`config.mk`:
```
export PLATFORM = sky130hd
export DESIGN_NAME = fp_mc_sequencer_flat
export DESIGN_NICKNAME = d
export VERILOG_FILES = /design/src/rtl/fp_mc_sequencer_if.sv /design/src/rtl/fp_mc_sequencer.sv /design/src/flat_wrapper.sv
export SDC_FILE = /design/constraint.sdc
export NUM_CORES = 1
export LEC_CHECK = 0
export CAP_MARGIN = 30
export CORE_MARGIN = 2
export CORE_UTILIZATION = 40
export DETAILED_ROUTE_END_ITERATION = 10
export GPL_TIMING_DRIVEN = 0
export PLACE_DENSITY = 0.72
export SLEW_MARGIN = 20
export SYNTH_ARGS = -nofsm -noshare
export SYNTH_HDL_FRONTEND = slang
export SYNTH_SLANG_ARGS = --single-unit
```
`constraint.sdc`:
```
create_clock -name clk -period 3.84 [get_ports clk]
set_clock_uncertainty 0.05 [all_clocks]
set_input_delay 0.768 -clock clk [delete_from_list [all_inputs] [get_ports clk]]
set_output_delay 0.768 -clock clk [all_outputs]
set_load 0.01 [all_outputs]
```
`src/rtl/fp_mc_sequencer_if.sv`:
```
// fp_mc_sequencer_if: the signal bundle between the RV32IF pipeline and the FP div/sqrt sequencer.
//   Pipeline -> sequencer:
//     issue_valid_E, issue_op_E, issue_rd_E : multi-cycle op presented in E.
//     mc_op_D, Rs1D_f, Rs2D_f, use_rs1D_f, use_rs2D_f, RdD_f, fp_wr_D : D-stage operand info.
//     RegWriteW_f : the pipeline's own FP writeback this cycle.
//   Sequencer -> pipeline / unit:
//     unit_start, unit_op : start pulse and op select to the div/sqrt unit.
//     mc_wb_en, mc_wb_rd  : FP register-file write of the unit result.
//     mc_stall, busy      : hazard stall and occupancy.
// Modport "master" is the pipeline side; modport "slave" is the sequencer side.
interface fp_mc_sequencer_if;
  logic       issue_valid_E;
  logic       issue_op_E;
  logic [4:0] issue_rd_E;
  logic       mc_op_D;
  logic [4:0] Rs1D_f;
  logic [4:0] Rs2D_f;
  logic       use_rs1D_f;
  logic       use_rs2D_f;
  logic [4:0] RdD_f;
  logic       fp_wr_D;
  logic       RegWriteW_f;
  logic       unit_start;
  logic       unit_op;
  logic       mc_wb_en;
  logic [4:0] mc_wb_rd;
  logic       mc_stall;
  logic       busy;

  modport master (
    output issue_valid_E, issue_op_E, issue_rd_E,
    output mc_op_D, Rs1D_f, Rs2D_f, use_rs1D_f, use_rs2D_f, RdD_f, fp_wr_D,
    output RegWriteW_f,
    input  unit_start, unit_op, mc_wb_en, mc_wb_rd, mc_stall, busy
  );

  modport slave (
    input  issue_valid_E, issue_op_E, issue_rd_E,
    input  mc_op_D, Rs1D_f, Rs2D_f, use_rs1D_f, use_rs2D_f, RdD_f, fp_wr_D,
    input  RegWriteW_f,
    output unit_start, unit_op, mc_wb_en, mc_wb_rd, mc_stall, busy
  );
endinterface

```
`src/rtl/fp_mc_sequencer.sv`:
```
// fp_mc_sequencer: sequencer for the shared multi-cycle FP divide/square-root unit.
//   Accepts one fdiv.s/fsqrt.s from E, times the unit with a latency counter, arbitrates the
//   result onto the FP register-file write port behind the pipeline's own writeback, and stalls
//   D-stage instructions with a structural, RAW or WAW conflict on the pending destination.
// Ports:
//   clk   : clock, all state on the rising edge.
//   rst_n : asynchronous active-low reset; drops any in-flight result.
//   bus   : fp_mc_sequencer_if.slave bundle (issue, D-stage hazard inputs, W-stage write,
//           unit start/op, result writeback, stall and busy).
// Parameters:
//   DIV_LAT / SQRT_LAT : cycles from accept to earliest writeback, each >= 2.
//   CNT_W              : latency counter width, must hold max(DIV_LAT, SQRT_LAT).
module fp_mc_sequencer #(
  parameter int unsigned DIV_LAT  = 12,
  parameter int unsigned SQRT_LAT = 16,
  parameter int unsigned CNT_W    = 5
) (
  input logic              clk,
  input logic              rst_n,
  fp_mc_sequencer_if.slave bus
);

  typedef enum logic [1:0] {
    StIdle = 2'd0,
    StRun  = 2'd1,
    StWb   = 2'd2
  } state_e;

  // The accept cycle and the WB cycle each account for one cycle of latency, so the counter
  // only has to cover the remaining RUN cycles.
  localparam logic [CNT_W-1:0] DivLoad  = CNT_W'(DIV_LAT - 2);
  localparam logic [CNT_W-1:0] SqrtLoad = CNT_W'(SQRT_LAT - 2);

  state_e           r_state;
  state_e           w_state_nxt;
  logic [CNT_W-1:0] r_cnt;
  logic [CNT_W-1:0] w_cnt_nxt;
  logic [4:0]       r_rd;
  logic [4:0]       w_rd_nxt;
  logic             r_op;
  logic             w_op_nxt;

  logic             w_idle;
  logic             w_start;
  logic             w_wb_en;
  logic [4:0]       w_trk_rd;
  logic             w_trk_v;
  logic             w_hit_rs1;
  logic             w_hit_rs2;
  logic             w_hit_rd;

  assign w_idle  = (r_state == StIdle);
  // issue_valid_E is only honoured in IDLE; elsewhere the structural stall keeps it away.
  assign w_start = w_idle & bus.issue_valid_E;

  // State register.
  always_ff @(posedge clk or negedge rst_n) begin
    if (!rst_n) begin
      r_state <= StIdle;
      r_cnt   <= '0;
      r_rd    <= '0;
      r_op    <= 1'b0;
    end else begin
      r_state <= w_state_nxt;
      r_cnt   <= w_cnt_nxt;
      r_rd    <= w_rd_nxt;
      r_op    <= w_op_nxt;
    end
  end

  // Next-state and writeback arbitration.
  always_comb begin
    w_state_nxt = r_state;
    w_cnt_nxt   = r_cnt;
    w_rd_nxt    = r_rd;
    w_op_nxt    = r_op;
    w_wb_en     = 1'b0;
    unique case (r_state)
      StIdle: begin
        if (bus.issue_valid_E) begin
          w_rd_nxt    = bus.issue_rd_E;
          w_op_nxt    = bus.issue_op_E;
          w_cnt_nxt   = bus.issue_op_E ? SqrtLoad : DivLoad;
          w_state_nxt = StRun;
        end
      end
      StRun: begin
        if (r_cnt == '0) begin
          w_state_nxt = StWb;
        end else begin
          w_cnt_nxt = r_cnt - CNT_W'(1);
        end
      end
      StWb: begin
        // The pipeline's own FP write wins the port; the unit holds its result until acked.
        w_wb_en = ~bus.RegWriteW_f;
        if (w_wb_en) begin
          w_state_nxt = StIdle;
        end
      end
      default: begin
        w_state_nxt = StIdle;
      end
    endcase
  end

  // Hazard tracking: in the accept cycle the destination comes straight from E so a dependent
  // instruction in D is caught before rd_q is loaded.
  assign w_trk_rd  = w_idle ? bus.issue_rd_E : r_rd;
  assign w_trk_v   = ~w_idle | bus.issue_valid_E;
  assign w_hit_rs1 = bus.use_rs1D_f & (bus.Rs1D_f == w_trk_rd);
  assign w_hit_rs2 = bus.use_rs2D_f & (bus.Rs2D_f == w_trk_rd);
  assign w_hit_rd  = bus.fp_wr_D & (bus.RdD_f == w_trk_rd);

  assign bus.mc_stall   = w_trk_v & (bus.mc_op_D | w_hit_rs1 | w_hit_rs2 | w_hit_rd);
  assign bus.unit_start = w_start;
  // Outside the start pulse the latched op is presented, which is zero after reset.
  assign bus.unit_op    = w_start ? bus.issue_op_E : r_op;
  assign bus.mc_wb_en   = w_wb_en;
  assign bus.mc_wb_rd   = (r_state == StWb) ? r_rd : 5'd0;
  assign bus.busy       = ~w_idle;

endmodule
```
`src/flat_wrapper.sv`:
```
// flat-port wrapper written by rule: the top's interface ports become plain ports
module fp_mc_sequencer_flat 
#(
  parameter int unsigned DIV_LAT  = 12,
  parameter int unsigned SQRT_LAT = 16,
  parameter int unsigned CNT_W    = 5
)
  (clk, rst_n, bus_issue_valid_E, bus_issue_op_E, bus_issue_rd_E, bus_mc_op_D, bus_Rs1D_f, bus_Rs2D_f, bus_use_rs1D_f, bus_use_rs2D_f, bus_RdD_f, bus_fp_wr_D, bus_RegWriteW_f, bus_unit_start, bus_unit_op, bus_mc_wb_en, bus_mc_wb_rd, bus_mc_stall, bus_busy);
  fp_mc_sequencer_if bus_i ();
  input logic clk;
  input logic rst_n;
  input wire logic [$bits(bus_i.issue_valid_E)-1:0] bus_issue_valid_E;
  input wire logic [$bits(bus_i.issue_op_E)-1:0] bus_issue_op_E;
  input wire logic [$bits(bus_i.issue_rd_E)-1:0] bus_issue_rd_E;
  input wire logic [$bits(bus_i.mc_op_D)-1:0] bus_mc_op_D;
  input wire logic [$bits(bus_i.Rs1D_f)-1:0] bus_Rs1D_f;
  input wire logic [$bits(bus_i.Rs2D_f)-1:0] bus_Rs2D_f;
  input wire logic [$bits(bus_i.use_rs1D_f)-1:0] bus_use_rs1D_f;
  input wire logic [$bits(bus_i.use_rs2D_f)-1:0] bus_use_rs2D_f;
  input wire logic [$bits(bus_i.RdD_f)-1:0] bus_RdD_f;
  input wire logic [$bits(bus_i.fp_wr_D)-1:0] bus_fp_wr_D;
  input wire logic [$bits(bus_i.RegWriteW_f)-1:0] bus_RegWriteW_f;
  output wire logic [$bits(bus_i.unit_start)-1:0] bus_unit_start;
  output wire logic [$bits(bus_i.unit_op)-1:0] bus_unit_op;
  output wire logic [$bits(bus_i.mc_wb_en)-1:0] bus_mc_wb_en;
  output wire logic [$bits(bus_i.mc_wb_rd)-1:0] bus_mc_wb_rd;
  output wire logic [$bits(bus_i.mc_stall)-1:0] bus_mc_stall;
  output wire logic [$bits(bus_i.busy)-1:0] bus_busy;
  assign bus_i.issue_valid_E = bus_issue_valid_E;
  assign bus_i.issue_op_E = bus_issue_op_E;
  assign bus_i.issue_rd_E = bus_issue_rd_E;
  assign bus_i.mc_op_D = bus_mc_op_D;
  assign bus_i.Rs1D_f = bus_Rs1D_f;
  assign bus_i.Rs2D_f = bus_Rs2D_f;
  assign bus_i.use_rs1D_f = bus_use_rs1D_f;
  assign bus_i.use_rs2D_f = bus_use_rs2D_f;
  assign bus_i.RdD_f = bus_RdD_f;
  assign bus_i.fp_wr_D = bus_fp_wr_D;
  assign bus_i.RegWriteW_f = bus_RegWriteW_f;
  assign bus_unit_start = bus_i.unit_start;
  assign bus_unit_op = bus_i.unit_op;
  assign bus_mc_wb_en = bus_i.mc_wb_en;
  assign bus_mc_wb_rd = bus_i.mc_wb_rd;
  assign bus_mc_stall = bus_i.mc_stall;
  assign bus_busy = bus_i.busy;
  fp_mc_sequencer #(.DIV_LAT(DIV_LAT), .SQRT_LAT(SQRT_LAT), .CNT_W(CNT_W)) u_core (.clk(clk), .rst_n(rst_n), .bus(bus_i));
endmodule
```
==> impl_metrics.toml <==
[drt]
drt-initial-drc-count = 46
vias_per_cell = 5.54
vias = 1169
ant_nets = 0
drcViolationCount = 0
routed_wl_um = 3080
first_pass_iters = 4
wl_per_cell_um = 14.6

[clock_network]
htreeDepth = 1
post_cts_resize_count = 0
cts_root_buffer = "clkbuf_4"
cts_hold_buf = 0
clockBufferDepth = 2
numCtsBuffers = 3
cts.sinks = 13
postCtsSetupBuffers = 0
insertion_delay_ns = 0.28
path_clk_slew_ns = 0.08
cts_tree = "built"

[power_and_ir_drop]
leakage_uw = 0.000644
powerDensity_mw_per_mm2 = 499
peakVddDrop_uv = 360

[run_status]
status = "complete, no violations"

[yosys]
ys_warn_count = 0
yosysMostFrequentCell = "nand2_1"
synth_area_sq_mm = 0.00113
ys_async_sr_fraction = 1.00
synthTopCellsByCount = "nand2_1, dfrtp_1, inv_1, o21ai_0, xnor2_1"
synth_area_leaders = "dfrtp_1, xnor2_1, o21ai_0, nand2_1, inv_1"
yosysTopAreaCell = "dfrtp_1"
postSynthCellCount = 138
syn_nets = 169
synth_edf_count = 0
synthFlopType = "dfrtp_1"
synth.distinct_cells = 46
ys_seq_elements = 13
synth_area_per_cell_sq_um = 8.20
yosys.area.top_type_share = 0.288
synth.yosys.seq_area_share = 0.288

[sta]
relSlewSlack = 0.615
setup_viol = 0
drv_slew = 0
rsz0062_at_grt = "false"
worstMarginPinSlew_ns = 0.576
setup_tns_ns = 0
whs_ns = 0.462
hold_viol = 0
fmax_ghz = 0.291
period_needed_ns = 3.44
fin_crit_sh = 0.896

[finish]
postLayoutCellArea_sq_mm = 0.00158
num_antenna_cells = 0
stdcell_count = 211
areaGrowthSynthToFinish_pct = 39.7
fill_cells = 258
drive_gt1_frac = 0.0944
fin_nets = 212

[critical_path]
path_cells = "clkdlybuf4s50_1 -> or3b_2 -> a21o_1 -> a31oi_1 -> a211o_1 -> nand4_1 -> dlymetal6s2s_1"
crit_family = "buffers and inverters"
critPathKind = "primary input to output pin"
cp-end-kind = "output pin"
critPathBufInv = 2
cp-start-kind = "primary input"
critical-path-max-stage-delay_ns = 0.65
crit_fanout = 5
critPathRequiredTime_ns = 3.02
slowest_stage = "clkdlybuf4s50_1"
critPathArrivalTime_ns = 2.62

[global_route]
grt_usage = 0.201
grt_max_degree = 14
grt_pass1_wl_um = 5230
grt-ovfl-total = 0
antenna_found_initial = 0
grt_pass1_vias = 1172

[floorplan]
dieArea_sq_mm = 0.00327
core.rowCount = 19
coreArea_sq_mm = 0.00271
boundaryPins = 39
initial_utilization = 0.417
fp.dieH_um = 57.2
dieWidth_um = 57.2

[placement]
dpl.hpwl_um = 2490
dp_cells = 207
portBuffers = 38
dpl_cell_area_sq_mm = 0.00155
gp_congestion = 0.869

[job]
maxCapViolCount = 0

[hold_path]
hold_path_class = "flop to flop"
-- sequential cells by signal (all words and copies together), names as in the netlist --
register,cells
u_core.r_cnt,5
u_core.r_state,2
u_core.r_rd,5
u_core.r_op,1
-- power by group --
| group | internal [uW] | leakage (uW) | switching, uW |
|---|---|---|---|
| sequential | 197 | 0.000157 | 65.4 |
| combinational | 219 | 0.000470 | 224 |
| clock | 38.6 | 0.0000177 | 44.1 |
| total | 455 | 0.000644 | 334 |
-- worst register-to-register path, stage by stage (launching register included) --
cell	delay (ns)
dfrtp_1	0.41
inv_1	0.09
ha_1	0.14
nor4b_1	0.39
nand2b_4	0.26
nand2_1	0.07
o21ai_0	0.17
a21oi_1	0.06
-- placed cells by master (no fill, tap or decap), types with 3 or more instances in the layout --
master / count
o21ai_0: 13
nand2_1: 14
dfrtp_1: 13
a21oi_1: 4
clkbuf_4: 3
a221oi_1: 3
clkdlybuf4s50_1: 37
nor2b_1: 5
xnor2_1: 11
xor2_1: 4
o211ai_1: 4
inv_1: 13
and2_1: 5
nand3_1: 5
buf_2: 3
-- worst paths after layout --
check	start	endpoint	slack (ns)	cells after the start
max	bus_issue_rd_E[1]	bus_mc_stall	0.40	7
min reg2reg	u_core.r_op	u_core.r_op	0.46	1
max reg2reg	u_core.r_cnt[0]	u_core.r_cnt[2]	2.07	7
max in group asynchronous	rst_n	u_core.r_rd[4]	2.55	1
min	u_core.r_op	u_core.r_op	0.46	1
min in group asynchronous	rst_n	u_core.r_cnt[2]	0.80	1
-- per-stage QoR --
step,worst slack [ns],utilization,power [uW]
floorplan,1.23,-,556
global placement,0.0541,0.572,693
detailed placement,0.0443,0.572,706
CTS,0.0317,0.582,794
global route,0.334,0.583,859
finish,0.401,0.583,789
-- area by class of cell --
cell class / instances / area (sq um) / share of cell area
plain buffers: 6 / 33.8 / 0.0214
well taps: 31 / 38.8 / 0.0245
clock buffers: 3 / 22.5 / 0.0143
multi-input cells: 106 / 723 / 0.458
flip-flops and latches: 13 / 325 / 0.206
repair buffers: 38 / 383 / 0.242
inverters: 13 / 48.8 / 0.0309
clock inverters: 1 / 5.00 / 0.00317
-- cell families after synthesis --
logic type,after synthesis,share of synthesized area
simple gates,49,0.252
compound gates,38,0.230
buf+inv,19,0.0730
xor+xnor,15,0.116
flops,13,0.288
mux,2,0.0188
fa+ha+maj,2,0.0221
-- metal layers --
metal	part of all wire	up-vias	wire length, um	track usage
met3	0.067	6	206	0.0385
met5	0	-	0	0
met2	0.48	48	1490	0.330
met4	0.014	0	42	0.0731
li1	-	577	-	-
met1	0.43	538	1340	0.263
Note: power is estimated with default switching activity, not from simulation.
